===== src/rtl/vga_sync_decoder.sv =====
// Recovers pixel coordinates, line/frame lengths and a timing-lock indication
// from a raw active-low VGA sync/blank stream.
module vga_sync_decoder #(
    parameter int H_TOTAL     = 800,
    parameter int V_TOTAL     = 525,
    parameter int LOCK_FRAMES = 2
) (
    input  logic        clk_i,
    input  logic        rst_ni,
    input  logic        hsync_n_i,
    input  logic        vsync_n_i,
    input  logic        blank_n_i,
    output logic [9:0]  x_o,
    output logic [9:0]  y_o,
    output logic        pixel_valid_o,
    output logic        eol_o,
    output logic        sof_o,
    output logic [10:0] h_total_o,
    output logic [9:0]  v_total_o,
    output logic        locked_o,
    output logic        error_o
);
    localparam int          CNT_W = (LOCK_FRAMES < 2) ? 1 : $clog2(LOCK_FRAMES + 1);
    localparam logic [10:0] H_MAX = 11'h7FF;
    localparam logic [9:0]  V_MAX = 10'h3FF;

    typedef enum logic [1:0] {UNLOCKED, CHECK, LOCKED} state_t;

    logic             hs_p1, vs_p1, vld_p1;
    logic             hs_p2, vs_p2, vld_p2;
    logic [10:0]      h_cnt;
    logic [9:0]       v_cnt, x_cnt, y_cnt;
    logic             had_vis, h_seen, v_seen, frame_bad;
    state_t           state, state_next;
    logic [CNT_W-1:0] good_cnt, good_cnt_next;
    logic             lose_lock;

    logic             line_start, frame_start, sync_lost, h_bad, frame_good;
    logic [10:0]      h_meas;
    logic [9:0]       v_line, x_cur, y_cur;

    // Stage 1: input registers plus one cycle of history for edge detection
    always_ff @(posedge clk_i or negedge rst_ni) begin
        if (!rst_ni) begin
            hs_p1  <= 1'b1;
            vs_p1  <= 1'b1;
            vld_p1 <= 1'b0;
            hs_p2  <= 1'b0;
            vs_p2  <= 1'b0;
            vld_p2 <= 1'b0;
        end else begin
            hs_p1  <= hsync_n_i;
            vs_p1  <= vsync_n_i;
            vld_p1 <= blank_n_i;
            hs_p2  <= hs_p1;
            vs_p2  <= vs_p1;
            vld_p2 <= vld_p1;
        end
    end

    always_comb begin
        line_start  = hs_p2 & ~hs_p1;
        frame_start = vs_p2 & ~vs_p1;
        sync_lost   = (h_cnt == H_MAX);
        h_meas      = sync_lost ? H_MAX : h_cnt + 11'd1;
        // A line start in the same cycle as a frame start belongs to the ending frame
        v_line      = (line_start && v_cnt != V_MAX) ? v_cnt + 10'd1 : v_cnt;
        h_bad       = line_start & h_seen & (h_meas != 11'(H_TOTAL));
        frame_good  = frame_start & v_seen & (v_line == 10'(V_TOTAL))
                    & ~frame_bad & ~h_bad & ~sync_lost;
        x_cur       = line_start ? 10'd0 : x_cnt;
        if (frame_start)
            y_cur = 10'd0;
        else if (line_start && had_vis)
            y_cur = y_cnt + 10'd1;
        else
            y_cur = y_cnt;
    end

    // Stage 2: counters, measurements and registered outputs
    always_ff @(posedge clk_i or negedge rst_ni) begin
        if (!rst_ni) begin
            h_cnt         <= '0;
            v_cnt         <= '0;
            x_cnt         <= '0;
            y_cnt         <= '0;
            had_vis       <= 1'b0;
            h_seen        <= 1'b0;
            v_seen        <= 1'b0;
            frame_bad     <= 1'b0;
            h_total_o     <= '0;
            v_total_o     <= '0;
            x_o           <= '0;
            y_o           <= '0;
            pixel_valid_o <= 1'b0;
            eol_o         <= 1'b0;
            sof_o         <= 1'b0;
        end else begin
            h_cnt     <= line_start ? 11'd0 : (sync_lost ? h_cnt : h_cnt + 11'd1);
            v_cnt     <= frame_start ? 10'd0 : v_line;
            x_cnt     <= x_cur + {9'd0, vld_p1};
            y_cnt     <= y_cur;
            had_vis   <= (line_start ? 1'b0 : had_vis) | vld_p1;
            frame_bad <= frame_start ? 1'b0 : (frame_bad | h_bad | sync_lost);
            if (line_start) begin
                h_seen <= 1'b1;
                if (h_seen)
                    h_total_o <= h_meas;
            end
            if (frame_start) begin
                v_seen <= 1'b1;
                if (v_seen)
                    v_total_o <= v_line;
            end
            x_o           <= x_cur;
            y_o           <= y_cur;
            pixel_valid_o <= vld_p1;
            eol_o         <= vld_p2 & ~vld_p1;
            sof_o         <= vld_p1 & (x_cur == 10'd0) & (y_cur == 10'd0);
        end
    end

    always_ff @(posedge clk_i or negedge rst_ni) begin
        if (!rst_ni) begin
            state    <= UNLOCKED;
            good_cnt <= '0;
            error_o  <= 1'b0;
        end else begin
            state    <= state_next;
            good_cnt <= good_cnt_next;
            if (lose_lock)
                error_o <= 1'b1;
        end
    end

    always_comb begin
        state_next    = state;
        good_cnt_next = good_cnt;
        lose_lock     = 1'b0;
        case (state)
            UNLOCKED: begin
                if (frame_good) begin
                    good_cnt_next = CNT_W'(1);
                    state_next    = (LOCK_FRAMES <= 1) ? LOCKED : CHECK;
                end
            end
            CHECK: begin
                if (frame_start) begin
                    if (frame_good) begin
                        good_cnt_next = good_cnt + CNT_W'(1);
                        if (good_cnt_next >= CNT_W'(LOCK_FRAMES))
                            state_next = LOCKED;
                    end else begin
                        state_next = UNLOCKED;
                    end
                end
            end
            LOCKED: begin
                // Drop lock as soon as any line or frame is off, not at frame end
                if (h_bad || sync_lost || (frame_start && v_line != 10'(V_TOTAL))) begin
                    state_next = UNLOCKED;
                    lose_lock  = 1'b1;
                end
            end
            default: state_next = UNLOCKED;
        endcase
    end

    always_comb begin
        locked_o = (state == LOCKED);
    end

endmodule


===== config.mk =====
export PLATFORM = sky130hd
export DESIGN_NAME = vga_sync_decoder
export DESIGN_NICKNAME = d
export VERILOG_FILES = /design/src/rtl/vga_sync_decoder.sv
export SDC_FILE = /design/constraint.sdc
export NUM_CORES = 1
export LEC_CHECK = 0
export CAP_MARGIN = 20
export CORE_UTILIZATION = 55
export CTS_CLUSTER_DIAMETER = 150
export DETAILED_ROUTE_END_ITERATION = 7
export MAX_ROUTING_LAYER = met4
export PLACE_DENSITY_LB_ADDON = 0.25
export SYNTH_ARGS = -nofsm -noshare
export SYNTH_HDL_FRONTEND = slang
export SYNTH_SLANG_ARGS = --single-unit

===== constraint.sdc =====
create_clock -name clk_i -period 3 [get_ports clk_i]
set_clock_uncertainty 0.05 [all_clocks]
set_input_delay 0.6 -clock clk_i [delete_from_list [all_inputs] [get_ports clk_i]]
set_output_delay 0.6 -clock clk_i [all_outputs]
set_load 0.01 [all_outputs]

* Yosys cells after proc, flatten, opt, wreduce, memory -nomap -nowiden
Cells that the tools add are included.
Widths: inputs -> output; s select.
** Operators by class
- Add/subtract/negate cells :: 5
- $lt $le $gt $ge :: 1
- Equal/unequal tests :: 13
- Muxes and demuxes :: 21
- Bitwise gates (word level) :: 21
- Reductions and logical operators :: 13
** Operators with widths (number)
- $mux 10 :: 5
- $mux 11 :: 3
- $add 10x1->10 const B :: 2
- $logic_not 10->1 :: 2
- $ne 10x10->1 const B :: 2
- $mux 2 :: 7
- $and 1x1->1 :: 12
- $add 11x1->11 const B :: 1
- $eq 11x11->1 const B :: 1
- $ne 11x10->1 const B :: 1
- $add 10x1->10 :: 1
- $eq 10x10->1 const B :: 1
- $ne 2x2->1 const B :: 4
- $reduce_and 4->1 :: 2
- $not 1->1 :: 6
- $pmux 2 s3 :: 1
- $mux 1 :: 4
- $pmux 2 s2 :: 1
- $reduce_and 2->1 :: 2
- $logic_and 1x1->1 :: 3
- $ne 3x3->1 const B :: 1
- $or 1x1->1 :: 3
- $add 2x1->2 const B :: 1
- $eq 2x1->1 const B :: 1
- 6 further kinds :: 7
** Storage, ports and cells
- Register bits after elaboration :: 89
- Input bits :: 5
- Output and inout port bits :: 46
- Word-level logic and storage cells :: 96

* Depth between registers and ports, before layout
Gate-level depths: netlist of run 1.
- Depth in word-level cells :: 12
- Depth in mapped cells :: 10
- Mapped depth without buffers :: 8

* Worst setup path before layout of run 1
OpenSTA, ideal clock, no wires.
- Path kind :: register -> register
- Start :: register v_cnt[0]
- End :: register good_cnt[0]
- Setup time :: 0.125 ns
- Arrival time :: 2.377 ns
- Data required time :: 2.825 ns
- Slack :: 0.448 ns
- Cell stages (with the launch flop) :: 9
- Path buffers :: 0
- Clock period less this slack :: 2.552 ns
- Path through :: dfrtp_1 > ha_1 > and3_1 > a31oi_4 > or3b_1 > a211oi_2 > nand4b_2 > nor3_1 > mux2_2
** On the way
- Word-level cells in the longest chain between the ends :: 10
- Elaborated cells between the ends (all ways) :: 12
- Classes of those cells :: add/sub: 1; eq/ne: 4; mux: 1; bitwise: 4; reduce/logical: 2
** RTL lines
- start: declaration :: RTL line 32 : logic [9:0] v_cnt, x_cnt, y_cnt;
- start signal: assignment :: RTL line 100 : v_cnt <= frame_start ? 10'd0 : v_line;
- branches (longest 2 deep; another with $add 10x1->10)
- $mux 10 * :: RTL line 67 : v_line = (line_start && v_cnt != V_MAX) ? v_cnt + 10'd1 : v_cnt;
- $eq 10x10->1 * :: RTL line 69 : frame_good = frame_start & v_seen & (v_line == 10'(V_TOTAL))
- $and 1x1->1 * :: RTL line 69
- $and 1x1->1 * (3 in a row) :: RTL line 70 : & ~frame_bad & ~h_bad & ~sync_lost;
- $ne 2x2->1 (no source line)
- $reduce_and 4->1 (no source line) *
- end signal: assignment :: RTL line 130 : good_cnt <= good_cnt_next;
- end: declaration :: RTL line 35 : logic [CNT_W-1:0] good_cnt, good_cnt_next;
Mark *: on every way between the ends.
A chain may end at the register's enable or synchronous reset.

* Worst setup path after layout of run 1
- Start :: register v_cnt[0]
- End :: register state[1]
** On the way
- Word-level cells in the longest chain between the ends :: 11
- Elaborated cells between the ends (all ways) :: 19
- Classes of those cells :: add/sub: 1; eq/ne: 6; mux: 4; bitwise: 4; reduce/logical: 4
** RTL lines
- branches (longest 2 deep; another with $add 10x1->10)
- $mux 10 * :: RTL line 67
- $eq 10x10->1 :: RTL line 69
- $and 1x1->1 :: RTL line 69
- $and 1x1->1 (3 in a row) :: RTL line 70
- $mux 2 :: RTL line 149 : if (frame_good) begin
- $mux 2 :: RTL line 148 : if (frame_start) begin
- $pmux 2 s3 :: RTL line 140 : case (state)
- end signal: assignment :: RTL line 129 : state <= state_next;
- end: declaration :: RTL line 34 : state_t state, state_next;
Mark *: on every way between the ends. The select of a mux whose other input is x is not followed.

==> run_results.csv, run 1 <==
group,metric,value,unit
global_route,grt_pass1_wl,12900,µm
global_route,grt_pass1_vias,2802,
floorplan,initial_core_util,0.582,
yosys,ys_async_sr_fraction,1.00,
route,vias,2952,
timing,setup_viol,0,
global_route,track_usage,0.223,
setup_path,critical_path_buf_inv_count,0,
placement,place.gp.congestion,0.874,
cts,postCtsHoldBufs,0,
floorplan,die_h,87.9,µm
yosys,synth_edf_count,0,
setup_path,cpMaxStageDelayCell,"or4_1",
floorplan,rows,30,
power,power_density,555,nW/µm²
global_route,met1_usage,0.296,
floorplan,ioPinCount,51,
cts,cts_buffers,9,
yosys,syn_area_per_cell,10.4,µm²
timing,worst_pin_slew,0.562,ns
cts,cts_tree,"built",
route,wire_per_inst,14.0,µm
floorplan,coreArea,6980,µm²
yosys,ys_ff_latch,89,
placement,dp_hpwl,5150,µm
job,cap_violations,0,
global_route,grt_util_met3,0.0349,
finish,layout_commonest_cell,"dfrtp_1",
yosys,syn_nets,402,
route,postRouteAntennaNets,0,
timing,slew_violations,0,
power,irDropWorstVdd,319,µV
yosys,synth_area,4060,µm²
global_route,grt_antenna_before_repair,0,
yosys,netlist_top_cells_area,"dfrtp_1 54%, nand2_1 4.2%, nor2_1 3.9%",
placement,pre_cts_ws,0.236,ns
cts,cts-root-buf,"clkbuf_8",
setup_path,worstSetupStartpointType,"flip-flop",
setup_path,cp_max_fo,8,
finish,n_antenna_cell,0,
yosys,yosys_warnings,0,
setup_path,r2r-start,"v_cnt[0]$_DFF_PN0_",
placement,dp.cells,524,
timing,maxSlewHeadroom,0.624,
finish,final_cell_area,4850,µm²
timing,setup-tns-final,0,ns
timing,setup_slack,0.226,ns
cts,cts_setup_buffers,0,
timing,period_needed,2.77,ns
route,drt_first_pass_iters,4,
setup_path,crit_type,"flip-flop to flip-flop",
route,drc,0,
yosys,synth_top_cell_area_share,0.536,
yosys,yosysTopAreaCell,"dfrtp_1",
setup_path,critPathLaunch,"v_cnt[0]$_DFF_PN0_",
power,totalPowerFinal,2690,µW
timing,rsz0062_at_grt,"no",
global_route,grt_overflow,0,
floorplan,die-area,7730,µm²
finish,area_growth,19.4,%
setup_path,worstPathRequired,3.24,ns
route,via_per_inst,5.47,
yosys,synth_cell_types,55,
yosys,synthCells,392,
status,status,"finished, final reports clean",
finish,fin_nets,449,
global_route,busiest_layer,"met2",
setup_path,path_delay_family,"simple AND/OR/NAND/NOR gates",
cts,clock_latency,0.35,ns
setup_path,critical_path_arrival,3.01,ns
yosys,yosysSeqAreaShare,0.549,
hold_path,hp-class,"input pin to async pin",
timing,finalCritPeriodShare,0.925,
finish,fillers,538,
global_route,grtUsageMet2,0.344,
timing,fmaxAchievable,360,MHz
route,dr.first_iter.drc_count,122,
finish,most-common-layout-cells,"87 x dfrtp_1, 49 x clkdlybuf4s50_1, 45 x nand2_1",
setup_path,crit_path_end_kind,"flip-flop",
setup_path,worstPathCellList,"ha_2, and3_1, a31oi_4, or3b_1, a211oi_2, nand4b_2, or4_1, o21ai_1",
cts,clock_sinks,89,
cts,cts.htree.levels,3,
timing,timing_hold_violations_final,0,
cts,path_clk_slew,0.09,ns
placement,placed_cell_area,4650,µm²
setup_path,slowest_delay,0.51,ns
route,drt-total-wl,7570,µm
cts,cts_buffer_depth,2,
finish,drive_above_1_share,0.0923,
finish,layout.cells.non_filler,540,
power,leakage,0.00222,µW
placement,io_buffers,50,
yosys,ys.flop_type,"dfrtp_1",
floorplan,die_w,87.9,µm
global_route,grt_max_degree,53,
cell usage after synthesis, drive strengths merged (2+ instances only):
master   n
a211oi   2
ha       5
o41ai    2
o21ai   29
nand2b   7
nand4b   2
or2      3
nor4     2
dfrtp   87
a21oi    6
dfstp    2
nor3     5
nor2b    6
and2    10
nor2    42
and4     6
xnor2   10
buf      6
o22ai    2
mux2i   10
and3    10
nand2   46
inv      8
clkbuf  14
nand3   17
nand4    7
mux2     3
a31oi    7
xor2    17
or4      6
worst register-to-register path: cells and delay by family (launching register included):
kind                     cells  cell delay, ns
AO/OA/AOI/OAI                3            0.53
AND/OR/NAND/NOR              4            1.36
adder cells (fa/ha/maj)      1            0.29
flip-flops                   1            0.47
path summary, 6_finish.rpt:
kind                            cells after the start  slack (ns)              endpoint
worst max-delay path                                8        0.23  state[1]$_DFFE_PN0P_
worst min-delay path                                1        0.14    x_cnt[5]$_DFF_PN0_
worst max register to register                      8        0.23  state[1]$_DFFE_PN0P_
worst min register to register                      0        0.36       vs_p2$_DFF_PN0_
max in group asynchronous                           2        2.08       vs_p1$_DFF_PN1_
min in group clk_i                                  0        0.36       vs_p2$_DFF_PN0_
final cells by class:
| cell class | instances | area [µm²] | area share |
|---|---|---|---|
| multi-input cells | 275 | 1710 | 0.353 |
| clock buffers | 10 | 138 | 0.0284 |
| flip-flops and latches | 89 | 2230 | 0.460 |
| inverters | 8 | 30.0 | 0.00619 |
| clock inverters | 6 | 65.1 | 0.0134 |
| repair buffers | 56 | 556 | 0.115 |
| well taps | 96 | 120 | 0.0248 |
stage by stage:
step,hold WS [ns],util
floorplan,0.254,-
CTS,0.154,0.694
global placement,0.347,0.665
finish,0.141,0.695
global route,0.176,0.695
detailed placement,0.352,0.665
power by group:
group	internal, µW	switching, µW
combinational	219	222
sequential	1310	100
clock	411	431
logic make-up (layout without fill, tap and decap cells):
kind of cell	count (synthesis)	in the layout	share of synthesized area
buffers and inverters	28	80	0.0308
AO/OA/AOI/OAI	57	57	0.0927
AND/OR/NAND/NOR	173	173	0.220
flip-flops	89	89	0.549
XOR/XNOR	27	27	0.0582
multiplexers	13	13	0.0339
adder cells (fa/ha/maj)	5	5	0.0154
state kept, by name, summed over array words and instances (netlist names), 2 cells and up:
signal     flops
h_cnt         11
h_total_o     11
x_o           10
v_cnt         10
good_cnt       2
state          2
y_cnt         10
v_total_o     10
x_cnt         10
repair_timing:
action	CTS	global route
resized for setup	0	1
endpoints found under the setup margin	0	2
endpoints found under the hold margin	0	0
layer usage:
metal	vias to the layer above	part of all wire	wire length [µm]
li1	1449	-	-
met1	1434	0.47	3590
met2	55	0.48	3660
met3	14	0.027	206
met4	0	0.015	113
met5	-	0	0
Note: power is estimated with default switching activity, not from simulation.
==> inputs of run 2 (changes only) <==
CAP_MARGIN = default   (was 20)
==> results of run 2 <==
Same layout as run 1: the final DEF is identical, and so are final timing and power.
==> inputs of run 3 (changes only) <==
ABC_AREA = 1   (was default)
==> run 3 against run 2 <==
Against the previous run:
- via count up 19%
- non-clock buffer count decreased by 1
- core utilization shrank 2.7 points
- design area up 5.9%
==> run_results.csv, run 3 <==
group,metric,value,unit
timing,finalCritPeriodShare,0.860,
cts,clock_latency,0.36,ns
hold_path,hp-class,"input pin to async pin",
yosys,synth_commonest_cells,"108 x nand2_1, 87 x dfrtp_1, 78 x inv_1",
placement,dp.cells,667,
finish,fillers,634,
timing,worst_pin_slew,0.643,ns
floorplan,die-area,8260,µm²
placement,place.gp.congestion,0.941,
timing,maxSlewHeadroom,0.571,
setup_path,r2r-start,"v_cnt[0]$_DFF_PN0_",
finish,fin_nets,586,
route,vias,3527,
global_route,grt_pass1_vias,3408,
global_route,track_usage,0.242,
setup_path,r2r_setup_slack,0.42,ns
timing,rsz0062_at_grt,"no",
yosys,ys_async_sr_fraction,1.00,
timing,setup-tns-final,0,ns
cts,cts_buffer_depth,2,
setup_path,cp_max_fo,12,
setup_path,worstPathRequired,3.20,ns
route,via_per_inst,5.16,
finish,drive_above_1_share,0.117,
route,postRouteAntennaNets,0,
floorplan,rows,32,
yosys,synth_cell_types,36,
floorplan,die_w,90.9,µm
yosys,yosysMostFrequentCell,"nand2_1",
yosys,syn_nets,530,
job,cap_violations,0,
setup_path,critPathLaunch,"v_cnt[0]$_DFF_PN0_",
setup_path,critical_path_arrival,2.77,ns
power,power_density,508,nW/µm²
yosys,synth_edf_count,0,
finish,biggestRegsByFlops,"h_cnt: 11 flops, h_total_o: 11 flops",
timing,timing_hold_violations_final,0,
yosys,syn_area_per_cell,8.35,µm²
global_route,grt_max_degree,50,
cts,cts_buffers,9,
cts,cts_setup_buffers,0,
finish,regArea,2230,µm²
route,drt-total-wl,8910,µm
finish,layout.cells.non_filler,683,
global_route,grt_antenna_before_repair,0,
setup_path,timing.rr.end,"state[1]$_DFFE_PN0P_",
timing,setup_viol,0,
status,status,"finished, final reports clean",
cts,path_clk_slew,0.09,ns
yosys,netlist_top_cells_area,"dfrtp_1 50%, nand2_1 9.3%, inv_1 6.7%",
floorplan,initial_core_util,0.565,
yosys,yosysTopAreaCell,"dfrtp_1",
route,drt_first_pass_iters,5,
cts,cts-root-buf,"clkbuf_8",
finish,layout_commonest_cell,"nand2_1",
cts,cts.htree.levels,3,
placement,io_buffers,50,
timing,fmaxAchievable,388,MHz
yosys,synthCells,520,
global_route,grt_overflow,0,
yosys,synth_top_cell_area_share,0.501,
floorplan,coreArea,7690,µm²
yosys,yosys_warnings,0,
cts,clock_sinks,89,
placement,pre_cts_ws,0.455,ns
power,totalPowerFinal,2610,µW
route,drc,0,
global_route,grt_pass1_wl,15400,µm
setup_path,crit_path_end_kind,"flip-flop",
power,leakage,0.00250,µW
timing,slew_violations,0,
timing,setup_slack,0.421,ns
route,wire_per_inst,13.0,µm
yosys,ys_ff_latch,89,
placement,dp_hpwl,6510,µm
cts,cts_tree,"built",
setup_path,worstSetupStartpointType,"flip-flop",
yosys,synth_area,4340,µm²
finish,n_antenna_cell,0,
finish,most-common-layout-cells,"108 x nand2_1, 87 x dfrtp_1, 78 x inv_1",
finish,area_growth,18.2,%
cts,postCtsHoldBufs,0,
floorplan,die_h,90.9,µm
setup_path,reg2reg_depth,16,
floorplan,ioPinCount,51,
yosys,yosysSeqAreaShare,0.513,
finish,multi_input_area,1740,µm²
setup_path,crit_type,"flip-flop to flip-flop",
power,irDropWorstVdd,423,µV
finish,postLayoutCoreUtil,0.668,
timing,period_needed,2.58,ns
cts,cts.repair.resized,0,
yosys,ys.flop_type,"dfrtp_1",
route,dr.first_iter.drc_count,212,
[run 3: logic make-up (layout without fill, tap and decap cells)]
| logic type | count (synthesis) | in the layout | synth area share |
|---|---|---|---|
| xor gates and xnor gates | 11 | 11 | 0.0239 |
| DFF | 89 | 89 | 0.513 |
| buffers and inverters | 92 | 153 | 0.0853 |
| and+or+nand+nor | 279 | 279 | 0.308 |
| AOI/OAI and AO/OA | 44 | 44 | 0.0547 |
| adders and majority gates | 5 | 5 | 0.0144 |
[run 3: cell type report]
| class | count | share of cell area |
|---|---|---|
| timing repair buffer | 55 | 0.107 |
| sequential | 89 | 0.434 |
| clock buffer | 10 | 0.0268 |
| inverter | 82 | 0.0599 |
| clock inverter | 6 | 0.00804 |
| tap | 102 | 0.0249 |
| multi-input combinational | 339 | 0.339 |
[run 3: critical path, stage by stage (launching register included)]
cell and delay (ns):
dfrtp_1 0.41, ha_1 0.23, nand2_1 0.07, nor2_1 0.14, nand3_2 0.31, nand2_2 0.23
nand2_1 0.08, nand2_2 0.10, nand2_1 0.06, nor2_1 0.17, nand3_2 0.11, nand2_2 0.08
nand3_1 0.08, nand2_1 0.10, nor2_2 0.05, nand3_1 0.10, nand2_1 0.06
[run 3: routing by layer]
layer	track usage	vias to the layer above	share of wire
li1	-	1746	-
met1	0.316	1683	0.47
met2	0.374	79	0.48
met3	0.0480	19	0.038
met4	0.0966	0	0.021
met5	-	-	0
[run 3: through the flow]
stage	hold slack (ns)	area, µm²
after detailed placement	0.341	4960
after global placement	0.341	4960
after floorplan	0.254	4340
final	0.200	5130
after global routing	0.249	5130
after CTS	0.221	5130
[run 3: how the worst max path moves through the flow]
stage	to	slack [ns]
finish	state[1]$_DFFE_PN0P_	0.42
global route	state[1]$_DFFE_PN0P_	0.14
CTS	state[1]$_DFFE_PN0P_	0.42
detailed placement	state[1]$_DFFE_PN0P_	0.46
global placement	state[1]$_DFFE_PN0P_	0.55
floorplan	x_cnt[8]$_DFF_PN0_	0.66
[run 3: where the power goes]
| group | switching (µW) | total, µW | internal [µW] |
|---|---|---|---|
| sequential | 75.1 | 1380 | 1300 |
| combinational | 269 | 469 | 200 |
| clock | 434 | 761 | 327 |
| total | 778 | 2610 | 1830 |
